**src/rtl/pipe_stall_ctrl_pkg.sv**
```systemverilog
// -----------------------------------------------------------------------------
// pipe_stall_ctrl_pkg
// Shared definitions for the pipeline hazard controller:
//   StallBus          - 6-bit stall bus type (bit0 PC .. bit5 WB)
//   Stop / NoStop     - per-stage encoding on the stall bus
//   STALL_NONE/LOAD/EX - the stall patterns driven onto the bus
//   stall_state_e     - hazard FSM state encoding
// -----------------------------------------------------------------------------
package pipe_stall_ctrl_pkg;

    typedef logic [5:0] StallBus;

    localparam logic Stop   = 1'b1;
    localparam logic NoStop = 1'b0;

    // Bit order is {WB, MEM, EX, ID, IF, PC}
    localparam StallBus STALL_NONE = {6{NoStop}};
    // Hold PC..ID and insert a bubble into EX.
    localparam StallBus STALL_LOAD = {NoStop, NoStop, NoStop, Stop, Stop, Stop};
    // Hold PC..EX and insert a bubble into MEM.
    localparam StallBus STALL_EX   = {NoStop, NoStop, Stop, Stop, Stop, Stop};

    typedef enum logic [1:0] {
        ST_RUN           = 2'd0,
        ST_LOAD_STALL    = 2'd1,
        ST_EX_STALL      = 2'd2,
        ST_FLUSH_RECOVER = 2'd3
    } stall_state_e;

endpackage

```
**src/rtl/pipe_stall_ctrl_sat_counter.sv**
```systemverilog
// -----------------------------------------------------------------------------
// sat_counter
// Up-counter that sticks at all-ones instead of wrapping.
// Ports:
//   clk   - clock
//   rst   - asynchronous active-low reset, clears the count
//   inc   - increment request for this cycle
//   count - current count (W bits)
// -----------------------------------------------------------------------------
module sat_counter #(
    parameter int W = 32
) (
    input  logic         clk,
    input  logic         rst,
    input  logic         inc,
    output logic [W-1:0] count
);

    logic [W-1:0] count_reg;

    always_ff @(posedge clk or negedge rst) begin
        if (!rst) begin
            count_reg <= '0;
        end else if (inc && (count_reg != {W{1'b1}})) begin
            count_reg <= count_reg + W'(1);
        end
    end

    assign count = count_reg;

endmodule

```
**src/rtl/pipe_stall_ctrl.sv**
```systemverilog
// -----------------------------------------------------------------------------
// pipe_stall_ctrl
// Hazard controller for the five-stage core. Merges load-use, EX busy and MEM
// flush requests into the shared stall bus plus flush/redirect, tracks stall
// episodes in a small FSM, runs an EX-stall watchdog and flags repeated
// load-use stalls.
//
// Optional feature macro: STALL_PERF_CNT_EN -- when defined, three saturating
// performance counters are built; otherwise the counter outputs read 0.
//
// Ports:
//   clk             - core clock
//   rst             - asynchronous active-low reset
//   stall_for_load  - load-use hazard request from ID
//   stallreq_for_ex - EX multi-cycle unit busy
//   flush_req       - flush pulse from MEM
//   flush_pc        - redirect target, valid with flush_req
//   stall           - stall bus (bit0 PC .. bit5 WB), combinational
//   flush           - squash all stage registers, combinational
//   new_pc          - redirect PC, combinational
//   stall_timeout   - sticky: EX stall lasted MAX_EX_STALL cycles
//   load_stall_err  - sticky: load-use stall repeated back to back
//   load_stall_cnt  - cycles that drove the load stall pattern
//   ex_stall_cnt    - cycles that drove the EX stall pattern
//   flush_cnt       - flush cycles
// -----------------------------------------------------------------------------
module pipe_stall_ctrl
    import pipe_stall_ctrl_pkg::*;
#(
    parameter int MAX_EX_STALL = 64,
    parameter int CNT_W        = 32
) (
    input  logic             clk,
    input  logic             rst,
    input  logic             stall_for_load,
    input  logic             stallreq_for_ex,
    input  logic             flush_req,
    input  logic [31:0]      flush_pc,
    output StallBus          stall,
    output logic             flush,
    output logic [31:0]      new_pc,
    output logic             stall_timeout,
    output logic             load_stall_err,
    output logic [CNT_W-1:0] load_stall_cnt,
    output logic [CNT_W-1:0] ex_stall_cnt,
    output logic [CNT_W-1:0] flush_cnt
);

    localparam int RUN_W = $clog2(MAX_EX_STALL + 1);
    localparam logic [RUN_W-1:0] RUN_MAX = RUN_W'(MAX_EX_STALL);

    stall_state_e     state_reg, state_next;
    logic [RUN_W-1:0] ex_run_reg, ex_run_next;
    logic             timeout_reg, timeout_next;
    logic             err_reg, err_next;

    logic load_masked;
    logic ex_active;

    // Squashed stage contents make a load-use request meaningless during the
    // recovery cycle right after a flush.
    assign load_masked = stall_for_load && (state_reg != ST_FLUSH_RECOVER);
    // A flush overrides an EX stall, so it also breaks the watchdog run.
    assign ex_active   = stallreq_for_ex && !flush_req;

    // ---------------- combinational outputs and next state ----------------
    always_comb begin
        stall      = STALL_NONE;
        flush      = 1'b0;
        new_pc     = 32'h0;
        state_next = ST_RUN;

        if (flush_req) begin
            flush      = 1'b1;
            new_pc     = flush_pc;
            state_next = ST_FLUSH_RECOVER;
        end else if (stallreq_for_ex) begin
            stall      = STALL_EX;
            state_next = ST_EX_STALL;
        end else if (load_masked) begin
            stall      = STALL_LOAD;
            state_next = ST_LOAD_STALL;
        end
    end

    // ---------------- watchdog and sticky flags ----------------
    always_comb begin
        ex_run_next  = '0;
        timeout_next = timeout_reg;
        err_next     = err_reg;

        if (ex_active) begin
            ex_run_next = (ex_run_reg == RUN_MAX) ? RUN_MAX : ex_run_reg + RUN_W'(1);
        end
        if (ex_run_next == RUN_MAX) begin
            timeout_next = 1'b1;
        end

        // Back-to-back load-use stall: ID should have been resolved by now.
        if ((state_reg == ST_LOAD_STALL) && stall_for_load && !stallreq_for_ex) begin
            err_next = 1'b1;
        end
    end

    always_ff @(posedge clk or negedge rst) begin
        if (!rst) begin
            state_reg   <= ST_RUN;
            ex_run_reg  <= '0;
            timeout_reg <= 1'b0;
            err_reg     <= 1'b0;
        end else begin
            state_reg   <= state_next;
            ex_run_reg  <= ex_run_next;
            timeout_reg <= timeout_next;
            err_reg     <= err_next;
        end
    end

    assign stall_timeout  = timeout_reg;
    assign load_stall_err = err_reg;

    // ---------------- performance counters ----------------
`ifdef STALL_PERF_CNT_EN
    logic [2:0]       cnt_inc;
    logic [CNT_W-1:0] cnt_val [3];

    // Increment exactly when the corresponding pattern is on the bus.
    assign cnt_inc[0] = !flush_req && !stallreq_for_ex && load_masked;
    assign cnt_inc[1] = ex_active;
    assign cnt_inc[2] = flush_req;

    generate
        for (genvar gi = 0; gi < 3; gi++) begin : g_cnt
            sat_counter #(
                .W (CNT_W)
            ) u_cnt (
                .clk   (clk),
                .rst   (rst),
                .inc   (cnt_inc[gi]),
                .count (cnt_val[gi])
            );
        end
    endgenerate

    assign load_stall_cnt = cnt_val[0];
    assign ex_stall_cnt   = cnt_val[1];
    assign flush_cnt      = cnt_val[2];
`else
    assign load_stall_cnt = '0;
    assign ex_stall_cnt   = '0;
    assign flush_cnt      = '0;
`endif

endmodule

```
**config.mk**
```make
export PLATFORM = sky130hd
export DESIGN_NAME = pipe_stall_ctrl
export DESIGN_NICKNAME = d
export VERILOG_FILES = /design/src/rtl/pipe_stall_ctrl_pkg.sv /design/src/rtl/pipe_stall_ctrl_sat_counter.sv /design/src/rtl/pipe_stall_ctrl.sv
export SDC_FILE = /design/constraint.sdc
export NUM_CORES = 1
export LEC_CHECK = 0
export ABC_AREA = 1
export BUFFER_PORTS_ARGS = -buffer_cell sky130_fd_sc_hd__buf_2
export CELL_PAD_IN_SITES_DETAIL_PLACEMENT = 0
export CELL_PAD_IN_SITES_GLOBAL_PLACEMENT = 1
export CORE_MARGIN = 4
export CORE_UTILIZATION = 21
export CTS_CLUSTER_DIAMETER = 100
export DETAILED_ROUTE_END_ITERATION = 10
export PLACE_DENSITY = 0.89
export SETUP_SLACK_MARGIN = 0.1
export SYNTH_ARGS = -nofsm -noshare
export SYNTH_HDL_FRONTEND = slang
export SYNTH_SLANG_ARGS = --single-unit
```
**constraint.sdc**
```tcl
create_clock -name clk -period 1.3 [get_ports clk]
set_input_delay 0.065 -clock clk [delete_from_list [all_inputs] [get_ports clk]]
set_output_delay 0.065 -clock clk [all_outputs]
set_load 0.03 [all_outputs]
```
==> qor.yml, run 1 <==
drt_wl_total_um: 3770
outcome: "finished clean"
cp.arrival_ps: 1390
largest_reg_flops: 7
synth-simple-area-share_pct: 19.7
io_pins: 174
yosysMostFrequentCell: "buf_4"
rows: 31
num_vias: 1304
clkTransAtPathRegs_ps: 50
syn_area_per_cell_um2: 6.59
yosys-top-cells-count: "buf_4, nand2_1, inv_1, dfrtp_1, nor2_1"
crit_top_cell: "nand2_1"
synth-edff-count: 0
ant_nets: 0
clk_path_buf_depth: 2
synth_top_area_cell: "buf_4"
crit_path_start_kind: "register"
syn_area_um2: 1620
cts_root_buf: "clkbuf_8"
grt_pass1_wl_um: 4990
period_share_pct: 97.5
fill_cells: 851
netlist_top_cells_area: "buf_4, dfrtp_1, nand2_1, inv_1, nor2_1"
ys.flop_type: "dfrtp_1"
crit_fanout: 4
grt_overflow_total: 0
synth-seq-cells: 11
drtIter0Drc: 32
drv_cap: 0
synth_xor_area_share_pct: 0
min_path_type: "in -> reg"
netlist_instances: 246
critical_path_class: "reg -> reg"
grtUsageMet2_pct: 13.7
hpwlAfterDp_um: 3380
drtPass1Iterations: 4
via_per_inst: 3.10
endpoint_kind: "register"
ys_seq_area_share_pct: 17.0
setup_viol: 0
met3_usage_pct: 1.49
final_cells: 421
die_y_um: 95.8
area_growth_pct: 11.9
antenna_found_initial: 0
min_period_ps: 1270
nets: 362
async_reset_ff_share_pct: 100
clk_latency_ps: 230
grt_max_degree: 24
port_buffers: 75
critical_path.cell_chain: "ha_2 > nand2_4 > nor2_4 > nand3_1 > nand2_1 > nand2_1 > nand2_1 > nor2_1 > nand2_1 > nand2_1"
yosysTopAreaCellShare_pct: 46.8
synth-compound-area-share_pct: 1.78
grt_pass1_vias: 1136
slew_viol_final: 0
use_met1_pct: 7.52
clkSinkCount: 11
yosysWarnings: 0
rsz0062_at_grt: "true"
synth_top_family_by_area: "buffers and inverters"
finalHoldViolations: 0
total_leakage_power_nw: 1.36
fmax_mhz: 789
slowest_stage: "dfrtp_1"
drt-wirelength-per-cell_um: 8.96
max_stage_delay_ps: 390
drive_gt1_share_pct: 28.9
grt_most_used_layer: "met2"
muxShareOfSynthArea_pct: 0
gr-usage-all-layers_pct: 6.92
peakVddDrop_mv: 0.290
required_ps: 1430
place_inst: 415
holdWs_ps: 70.5
gp_congestion: 0.791
die_w_um: 95.8
ys_types: 19
fin_skew_ps: 1.11
powerDensity_nw_per_um2: 808
regArea_um2: 275
initial_utilization_pct: 22.0
multi_input_area_um2: 754
diodes: 0
dieArea_um2: 9190
synth_fa_ha_area_share_pct: 1.54
htree_num_levels: 1
drcViolationCount: 0
cts_tree: "yes"
numCtsBuffers: 3
core_um2: 7370
[routing by layer]
layer	vias to the layer above	routed length, um
met5	-	0
met4	0	12
met3	2	353
met2	72	2220
met1	572	1190
li1	658	-
[worst max-delay path: cells and delay by family (launching register included)]
kind	cells	cell delay, ps
adders and majority gates	1	230
DFF	1	390
and+or+nand+nor	9	550
[through the flow]
step	total power, mW	utilization [%]	TNS (ps)	cell area, um^2	setup slack [ps]
5_1_grt	1.55	24.6	-106	1810	-106
4_1_cts	1.47	24.5	0	1810	34.0
3_3_place_gp	1.11	23.5	0	1730	72.9
6_report	1.46	24.6	0	1810	32.4
3_5_place_dp	1.12	23.5	0	1730	30.4
2_1_floorplan	1.20	-	0	1990	107
[cell families after synthesis]
logic type / Yosys count
fa+ha+maj: 2
simple gates: 72
flops: 11
other cells: 1
buf+inv: 155
compound gates: 5
[layout by cell type (no fill, tap or decap), types with 3 or more instances in the layout]
cell      netlist  routed
nand4_1         3       3
dfrtp_1        11      11
nor2_1          8       8
buf_4         101       6
conb_1          1      98
inv_1          49      48
nand3_1         5       5
clkbuf_8        0       3
buf_2           0      72
nand2_1        51      50
[path summary, 6_finish.rpt]
check	startpoint	to	slack, ps	depth (start not counted)
worst max-delay path	ex_run_reg[1]	stall_timeout	30	10
worst min-delay path	stallreq_for_ex	state_reg[0]	70	2
worst max register to register	ex_run_reg[1]	stall_timeout	30	10
worst min register to register	stall_timeout	stall_timeout	460	2
max in group asynchronous	rst	ex_run_reg[0]	860	2
min in group asynchronous	rst	ex_run_reg[3]	240	2
[layout make-up]
class / count / share of cell area [%]
multi-input cells: 177 / 41.6
repair buffers: 80 / 23.5
flip-flops and latches: 11 / 15.2
inverters: 50 / 10.4
well taps: 99 / 6.83
clock buffers: 4 / 2.48
[power by group]
part           leakage [nW]  switching, mW  internal [mW]
Combinational          1.20          0.636          0.131
Clock                0.0228          0.120          0.215
Sequential            0.137        0.00793          0.355
[timing repair]
action                                  4_1_cts  5_1_grt
endpoints found under the setup margin        4        6
buffers inserted                              1        0
gates cloned                                  0        0
resized for setup                             7        1
hold buffers                                  1        0
hold endpoints to repair                     11        0
pin swaps                                     2        0
Power figures use the tool's default switching activity.
==> run 2: changes to the inputs <==
PLACE_DENSITY = 0.82   (was 0.89)
==> qor.yml, run 2 (synthesis gave the netlist of run 1 again) <==
outcome: "finished clean"  # unchanged
rsz0062_at_grt: "true"  # unchanged
cp.arrival_ps: 1480  # was 1390 ps
dieArea_um2: 9190  # unchanged
reg2reg_slack_ps: 2  # was 30 ps
grt_overflow_total: 0  # unchanged
gr-usage-all-layers_pct: 6.25  # was 6.92%
drt_wl_total_um: 3560  # was 3770 um
required_ps: 1480  # was 1430 ps
power_frac_clock_pct: 23.0  # was 22.9%
clkSinkCount: 11  # unchanged
drv_cap: 0  # unchanged
powerDensity_nw_per_um2: 803  # was 808 nW/um^2
clk_latency_ps: 240  # was 230 ps
drcViolationCount: 0  # unchanged
peakVddDrop_mv: 0.263  # was 0.290 mV
largest_reg_flops: 7  # unchanged
core_um2: 7370  # unchanged
setup-tns-final_ps: 0  # unchanged
min_path_type: "in -> reg"  # unchanged
drtPass1Iterations: 4  # unchanged
drtIter0Drc: 9  # was 32
met1Wirelength_um: 1160  # was 1190 um
fill_cells: 873  # was 851
fmax_mhz: 770  # was 789 MHz
highest_layer: "met3"  # was met4
cts_tree: "yes"  # unchanged
finalHoldViolations: 0  # unchanged
endpoint_kind: "register"  # unchanged
area_growth_pct: 13.1  # was 11.9%
crit_path_start_kind: "register"  # unchanged
min_period_ps: 1300  # was 1270 ps
via_per_inst: 3.07  # was 3.10
setup_viol: 0  # unchanged
grt_max_degree: 24  # unchanged
p_comb_share_pct: 52.4  # about the same
setup_slack_ps: 1.72  # was 32.4 ps
nets: 362  # unchanged
p_int_mw: 0.705  # was 0.700 mW
ant_nets: 0  # unchanged
die_w_um: 95.8  # unchanged
clk_path_buf_depth: 2  # unchanged
holdWs_ps: 56.9  # was 70.5 ps
htree_num_levels: 1  # unchanged
slew_viol_final: 0  # unchanged
critical_path_class: "reg -> reg"  # unchanged
swShare_pct: 52.1  # was 52.2%
gp_congestion: 0.766  # was 0.791
grt_pass1_vias: 1089  # was 1136
hpwlAfterDp_um: 3140  # was 3380 um
diodes: 0  # unchanged
rows: 31  # unchanged
grt_pass1_wl_um: 4680  # was 4990 um
fin_skew_ps: 3.09  # was 1.11 ps
wl_met2_um: 1970  # was 2220 um
die_y_um: 95.8  # unchanged
antenna_found_initial: 0  # unchanged
drt-wirelength-per-cell_um: 8.45  # was 8.96 um
crit_fanout: 4  # unchanged
num_vias: 1294  # was 1304
drive_gt1_share_pct: 28.9  # unchanged
io_pins: 174  # unchanged
final_common_cell: "conb_1"  # unchanged
total_leakage_power_nw: 1.37  # was 1.36 nW
switchingPower_mw: 0.767  # was 0.764 mW
cts_root_buf: "clkbuf_8"  # unchanged
initial_utilization_pct: 22.0  # unchanged
period_share_pct: 99.9  # was 97.5%
most-common-layout-cells: "conb_1, buf_2, nand2_1"  # unchanged
clkTransAtPathRegs_ps: 50  # about the same
numCtsBuffers: 3  # unchanged
port_buffers: 75  # unchanged
p_seq_share_pct: 24.6  # was 24.8%
wl_met3_um: 423  # was 353 um
post-place-ws_ps: 18.1  # was 30.4 ps
run 2: cell counts in the layout (fill, tap and decap cells not counted):
No cell type changed its count.
run 2: layout make-up:
cell class / count / area (um^2) / area share [%]
repair buffers: 80 / 434 / 23.7
clock buffers: 4 / 45.0 / 2.46
inverters: 50 / 188 / 10.2
multi-input cells: 177 / 767 / 41.8
well taps: 99 / 124 / 6.76
flip-flops and latches: 11 / 275 / 15.0
run 2: critical path, stage by stage (launching register included):
cell and delay [ps]:
dfrtp_1 400, ha_2 230, nand2_4 70, nor2_4 110, nand4_1 80, nand2_1 80, nand2_1 60, nor2_1 100
nand2_1 60, nand2_1 50
run 2: power groups by stage:
stage	clock (mW)	sequential [mW]	combinational [mW]
after floorplan	0	0.377	0.826
final	0.339	0.362	0.771
after global routing	0.370	0.364	0.827
after CTS	0.351	0.362	0.751
after detailed placement	0	0.367	0.748
after global placement	0	0.367	0.745
run 2: path summary, 6_finish.rpt:
path | cells after the start | from | endpoint
worst max-delay path | 9 | ex_run_reg[1] | stall_timeout
worst min-delay path | 2 | stallreq_for_ex | state_reg[0]
worst max register to register | 9 | ex_run_reg[1] | stall_timeout
worst min register to register | 2 | stall_timeout | stall_timeout
max in group asynchronous | 2 | rst | state_reg[0]
min in group asynchronous | 2 | rst | stall_timeout
run 2: routing by layer:
layer	global-route usage (%)	vias to the layer above
met5	0	-
met4	0.711	0
met3	2.58	0
met2	11.8	91
met1	6.62	547
li1	-	656
run 2: through the flow:
| stage | util, % | instance area (um^2) | std cells | total power [mW] |
|---|---|---|---|---|
| 2_1_floorplan | - | 1990 | 343 | 1.20 |
| 3_3_place_gp | 23.5 | 1730 | 415 | 1.11 |
| 3_5_place_dp | 23.5 | 1730 | 415 | 1.12 |
| 4_1_cts | 24.3 | 1790 | 420 | 1.46 |
| 5_1_grt | 24.9 | 1830 | 421 | 1.56 |
| 6_report | 24.9 | 1830 | 421 | 1.47 |
run 2: timing repair:
action | CTS | global route
setup endpoints to repair | 1 | 6
gates resized for setup | 2 | 12
hold buffers | 1 | 0
pin swaps | 0 | 3
buffers inserted | 0 | 1
endpoints found under the hold margin | 11 | 0
